===== config.mk =====
export PLATFORM = sky130hd
export DESIGN_NAME = kbd_scan_decoder_flat
export DESIGN_NICKNAME = d
export VERILOG_FILES = /design/src/rtl/kbd_scan_decoder_if.sv /design/src/rtl/kbd_scan_decoder.sv /design/src/flat_wrapper.sv
export SDC_FILE = /design/constraint.sdc
export NUM_CORES = 1
export LEC_CHECK = 0
export CAP_MARGIN = 5
export CELL_PAD_IN_SITES_DETAIL_PLACEMENT = 0
export CELL_PAD_IN_SITES_GLOBAL_PLACEMENT = 1
export CORE_ASPECT_RATIO = 2
export CORE_MARGIN = 2
export CORE_UTILIZATION = 38
export CTS_CLUSTER_DIAMETER = 150
export DETAILED_ROUTE_END_ITERATION = 6
export GPL_TIMING_DRIVEN = 0
export PLACE_DENSITY = 0.91
export SLEW_MARGIN = 40
export SYNTH_ARGS = -nofsm -noshare
export SYNTH_HDL_FRONTEND = slang
export SYNTH_SLANG_ARGS = --single-unit
export TNS_END_PERCENT = 20

===== constraint.sdc =====
create_clock -name clock -period 4.2 [get_ports clock]
set_clock_uncertainty 0.05 [all_clocks]
set_input_delay 0.42 -clock clock [delete_from_list [all_inputs] [get_ports clock]]
set_output_delay 0.42 -clock clock [all_outputs]
set_load 0.05 [all_outputs]

===== src/rtl/kbd_scan_decoder_if.sv =====
// PS/2 receiver FIFO link: head byte, non-empty flag, overflow level and the active-low pop strobe.
interface kbd_scan_decoder_if;
    logic [7:0] kb_data;
    logic       kb_ready;
    logic       kb_overflow;
    logic       kb_nextdata_n;

    // master: the decoder that consumes bytes; slave: the FIFO that supplies them
    modport master (
        input  kb_data,
        input  kb_ready,
        input  kb_overflow,
        output kb_nextdata_n
    );

    modport slave (
        output kb_data,
        output kb_ready,
        output kb_overflow,
        input  kb_nextdata_n
    );
endinterface


===== src/rtl/kbd_scan_decoder.sv =====
// PS/2 scan-code set 2 decoder: pops bytes from the receiver FIFO and tracks E0/F0 prefixes,
// the currently held key, a press counter and a sticky overflow flag.
module kbd_scan_decoder (
    input  logic                       clock,
    input  logic                       reset,
    kbd_scan_decoder_if.master         kb,
    input  logic                       clr,
    output logic                       key_valid,
    output logic [7:0]                 key_code,
    output logic                       key_ext,
    output logic                       key_break,
    output logic                       key_down,
    output logic [7:0]                 cur_code,
    output logic [7:0]                 press_count,
    output logic                       err
);

    typedef enum logic [1:0] {StIdle, StPop, StGap} state_t;

    state_t state_q;
    logic   ext_q;
    logic   brk_q;
    logic   held_ext_q;
    logic   nextdata_n_q;

    logic   is_ext;
    logic   is_brk;
    logic   is_flush;
    logic   held_match;

    assign kb.kb_nextdata_n = nextdata_n_q;

    always_comb begin
        is_ext     = (kb.kb_data == 8'hE0);
        is_brk     = (kb.kb_data == 8'hF0);
        is_flush   = (kb.kb_data == 8'h00) || (kb.kb_data == 8'hFF);
        // Same physical key as the one held: used for both typematic repeat and release
        held_match = key_down && (kb.kb_data == cur_code) && (ext_q == held_ext_q);
    end

    always_ff @(posedge clock) begin
        if (reset) begin
            state_q      <= StIdle;
            ext_q        <= 1'b0;
            brk_q        <= 1'b0;
            held_ext_q   <= 1'b0;
            nextdata_n_q <= 1'b1;
            key_valid    <= 1'b0;
            key_code     <= 8'h00;
            key_ext      <= 1'b0;
            key_break    <= 1'b0;
            key_down     <= 1'b0;
            cur_code     <= 8'h00;
            press_count  <= 8'h00;
            err          <= 1'b0;
        end else begin
            nextdata_n_q <= 1'b1;
            key_valid    <= 1'b0;

            if (kb.kb_overflow) begin
                err <= 1'b1;
            end else if (clr) begin
                err <= 1'b0;
            end

            if (clr) begin
                press_count <= 8'h00;
            end

            unique case (state_q)
                StIdle: begin
                    if (kb.kb_ready) begin
                        state_q      <= StPop;
                        nextdata_n_q <= 1'b0;
                        if (is_ext) begin
                            ext_q <= 1'b1;
                        end else if (is_brk) begin
                            brk_q <= 1'b1;
                        end else if (is_flush) begin
                            ext_q <= 1'b0;
                            brk_q <= 1'b0;
                        end else begin
                            key_valid <= 1'b1;
                            key_code  <= kb.kb_data;
                            key_ext   <= ext_q;
                            key_break <= brk_q;
                            ext_q     <= 1'b0;
                            brk_q     <= 1'b0;
                            if (brk_q) begin
                                if (held_match) begin
                                    key_down <= 1'b0;
                                    cur_code <= 8'h00;
                                end
                            end else if (!held_match) begin
                                // A new press counts even when clr lands on the same edge
                                press_count <= (clr ? 8'h00 : press_count) + 8'h01;
                                key_down    <= 1'b1;
                                cur_code    <= kb.kb_data;
                                held_ext_q  <= ext_q;
                            end
                        end
                    end
                end
                StPop:   state_q <= StGap;
                StGap:   state_q <= StIdle;
                default: state_q <= StIdle;
            endcase
        end
    end

endmodule


===== src/flat_wrapper.sv =====
// flat-port wrapper written by rule: the top's interface ports become plain ports
module kbd_scan_decoder_flat 
  (clock, reset, clr, key_valid, key_code, key_ext, key_break, key_down, cur_code, press_count, err, kb_kb_data, kb_kb_ready, kb_kb_overflow, kb_kb_nextdata_n);
  kbd_scan_decoder_if kb_i ();
  input  logic clock;
  input  logic reset;
  input  logic clr;
  output logic key_valid;
  output logic [7:0] key_code;
  output logic key_ext;
  output logic key_break;
  output logic key_down;
  output logic [7:0] cur_code;
  output logic [7:0] press_count;
  output logic err;
  input wire logic [$bits(kb_i.kb_data)-1:0] kb_kb_data;
  input wire logic [$bits(kb_i.kb_ready)-1:0] kb_kb_ready;
  input wire logic [$bits(kb_i.kb_overflow)-1:0] kb_kb_overflow;
  output wire logic [$bits(kb_i.kb_nextdata_n)-1:0] kb_kb_nextdata_n;
  assign kb_i.kb_data = kb_kb_data;
  assign kb_i.kb_ready = kb_kb_ready;
  assign kb_i.kb_overflow = kb_kb_overflow;
  assign kb_kb_nextdata_n = kb_i.kb_nextdata_n;
  kbd_scan_decoder u_core (.clock(clock), .reset(reset), .kb(kb_i), .clr(clr), .key_valid(key_valid), .key_code(key_code), .key_ext(key_ext), .key_break(key_break), .key_down(key_down), .cur_code(cur_code), .press_count(press_count), .err(err));
endmodule

==> flow_summary.ini <==
[yosys]
synthXorXnorAreaFrac = 0.0476
synth_cells = 190
yosys.area_share.simple = 0.250
netlist_top_cells_area = dfxtp_1 (42%), a21oi_1 (7.9%), nand2_1 (5.7%)
ys_seq_area_frac = 0.423
synth_compound_gate_area_share = 0.187
syn-num-nets = 205
ys_warn_count = 0
yosys.area.top_type = dfxtp_1
syn_area_mm2 = 0.00166
synth_fa_ha_area_frac = 0.0151
yosysUniqueCellTypes = 40
synth_top_family_by_area = simple AND/OR/NAND/NOR gates
ys.flop_type = dfxtp_1
synth.avg_cell_area_um2 = 8.72
ys_seq_elements = 35
synthArstFlopShare = 0
synth_top_cell_area_share = 0.423
synth_edf_count = 0
synth_mux_area_frac = 0.0347

[layout]
layout_common_cells = clkdlybuf4s50_1 (41), dfxtp_1 (35), a21oi_1 (26), nand2_1 (25)
fin_cells = 292
final_area_mm2 = 0.00222
syn_to_final_growth_pct = 34.1
diodes = 0
final_nets = 253
layout-drive-gt1-share = 0.109
layout_commonest_cell = clkdlybuf4s50_1

[sta]
holdWs_ps = 369
setup_viol = 0
tightest_slew_ps = 513
rsz0062_at_grt = no
fmax_mhz = 328
slew_headroom = 0.658
maxSlewViolCount = 0
setup-tns-final_ps = 0
min_period_ps = 3050
post-route-period-util = 0.727
setup_slack_ps = 1150
hold_viol = 0

[cts]
cts-resized-gates = 0
h-tree-depth = 2
cts_hold_buf = 0
cts_root_buf = clkbuf_8
cts_tree = done
clkSlewWorstSetupHoldPaths_ps = 70
clk_path_buf_depth = 2
cts.sinks = 35
cts_setup_buffers = 0
clock_latency_ps = 290
cts-buffers-inserted = 5

[status]
status = completed

[floorplanning]
initial_utilization = 0.389
die_w_um = 50.7
ios = 43
design.die.area_mm2 = 0.00494
die_h_um = 97.4
core_area_mm2 = 0.00425
rows = 34

[critical_path]
max_stage_delay_ps = 520
cp.arrival_ps = 3220
rr_startpoint = u_core.cur_code[3]
rr_endpoint = u_core.cur_code[6]
critPathMaxFanout = 10
endpoint_kind = flop
slowest_stage = clkdlybuf4s50_1
cp_top_family = buffers and inverters
start_kind = input port
worst-setup-path-type = input port to flop
rr_worst_depth = 9
crit_chain = clkdlybuf4s50_1 > xor2_1 > nor4_1 > nand4_1 > buf_2 > ha_1 > clkbuf_1 > a211oi_4 > nand3_1 > a21oi_1
worst-path-buf-inv = 3
rrSetupSlack_ps = 1510
worstPathRequired_ps = 4370

[worst_hold_path]
hold-path-cell-count = 1
worstHoldStart = u_core.state_q[1]
hold-path-endpoint = u_core.state_q[1]
hp-class = flop to flop

[placement]
placed_cell_area_mm2 = 0.00213
pre_cts_ws_ps = 836
placedCellCount = 285
gp_congestion = 0.812
hpwl_um = 2820
io_buffers = 41

[global_route]
grt_pass1_wl_um = 6630
antenna_found_initial = 0
overflow = 0
grtUsageTotal = 0.173
grt_start_max_net_pins = 11
grt_pass1_vias = 1449

[detailed_routing]
wirelength_um = 3860
num_vias = 1557
drt_pass1_iterations = 4
drt_iter0_drc = 35
drt-vias-per-instance = 5.33
post-route-drc-count = 0
wl_per_cell_um = 13.2
drtAntennaViolNets = 0

[power]
power_leakage_nw = 0.834
ir_drop_mv = 0.241
powerDensity_mw_per_mm2 = 349

[run]
maxCapViolations = 0
-- flip-flops by register name (all words and copies together), names as in the netlist --
name and flops:
u_core.key_valid 1, u_core.ext_q 1, u_core.held_ext_q 1, u_core.key_break 1, u_core.key_code 8, u_core.err 1
u_core.key_down 1, u_core.brk_q 1, u_core.state_q 2, u_core.cur_code 8, u_core.kb.kb_nextdata_n 1, u_core.press_count 8
u_core.key_ext 1
-- cells by family (layout without fill, tap and decap cells) --
kind of cell / Yosys count / count (layout)
buffers and inverters: 14 / 62
AOI/OAI and AO/OA: 48 / 48
muxes: 5 / 5
and+or+nand+nor: 77 / 77
adders and majority gates: 2 / 2
DFF: 35 / 35
xor gates and xnor gates: 9 / 9
-- cell type report --
class / count / area [um2]
flip-flops and latches: 35 / 701
clock inverters: 1 / 5.00
inverters: 3 / 11.3
repair buffers: 41 / 410
fillers: 420 / 2030
clock buffers: 6 / 82.6
well taps: 54 / 67.6
plain buffers: 11 / 58.8
multi-input cells: 141 / 886
-- worst register-to-register path, stage by stage (launching register included) --
cell	delay, ps
dfxtp_1	340
xor2_1	160
nor4_1	320
nand4_1	220
buf_2	250
ha_1	290
clkbuf_1	230
a211oi_4	460
nand3_1	140
a21oi_1	170
-- report_power, final --
part / switching [mW] / internal, mW / total (mW)
logic: 0.109 / 0.0615 / 0.171
clock network: 0.117 / 0.129 / 0.246
registers: 0.0111 / 0.349 / 0.360
total: 0.238 / 0.539 / 0.776
-- stage by stage --
step                      total power [mW]  utilization
after floorplan                      0.478            -
after global placement               0.537        0.502
after detailed placement             0.539        0.502
after CTS                            0.783        0.522
after global routing                 0.811        0.522
final                                0.776        0.522
-- synth_stat cells, drive strengths merged (2+ instances only) --
library cell and count:
dfxtp 35, a21oi 27, nand2 25, nand3 10, nor2 10, o21ai 10, xor2 8, clkbuf 6
nor2b 6, buf 5, nor4 5, and3 4, nand2b 4, nand4 4, nor3 4, a41o 3
inv 3, mux2 3, a211oi 2, a311oi 2, a31o 2, ha 2, mux2i 2, nor3b 2
-- layer usage --
metal	up-vias	share of wire	GRT usage
met4	0	0.018	0.0686
met3	6	0.066	0.0477
li1	771	-	-
met5	-	0	0
met2	51	0.47	0.263
met1	729	0.44	0.230
-- worst max path at each step --
stage | start | to | slack (ps) | cells past startpoint
after floorplan | u_core.cur_code[5] | u_core.cur_code[5] | 1620 | 9
final | kb_kb_data[5] | u_core.cur_code[6] | 1150 | 10
after CTS | kb_kb_data[5] | u_core.cur_code[6] | 1130 | 10
after global routing | kb_kb_data[7] | u_core.cur_code[6] | 870 | 10
after detailed placement | kb_kb_data[5] | u_core.cur_code[3] | 840 | 10
after global placement | kb_kb_data[5] | u_core.cur_code[2] | 840 | 10
No activity file was read; power rests on OpenSTA's default activity.
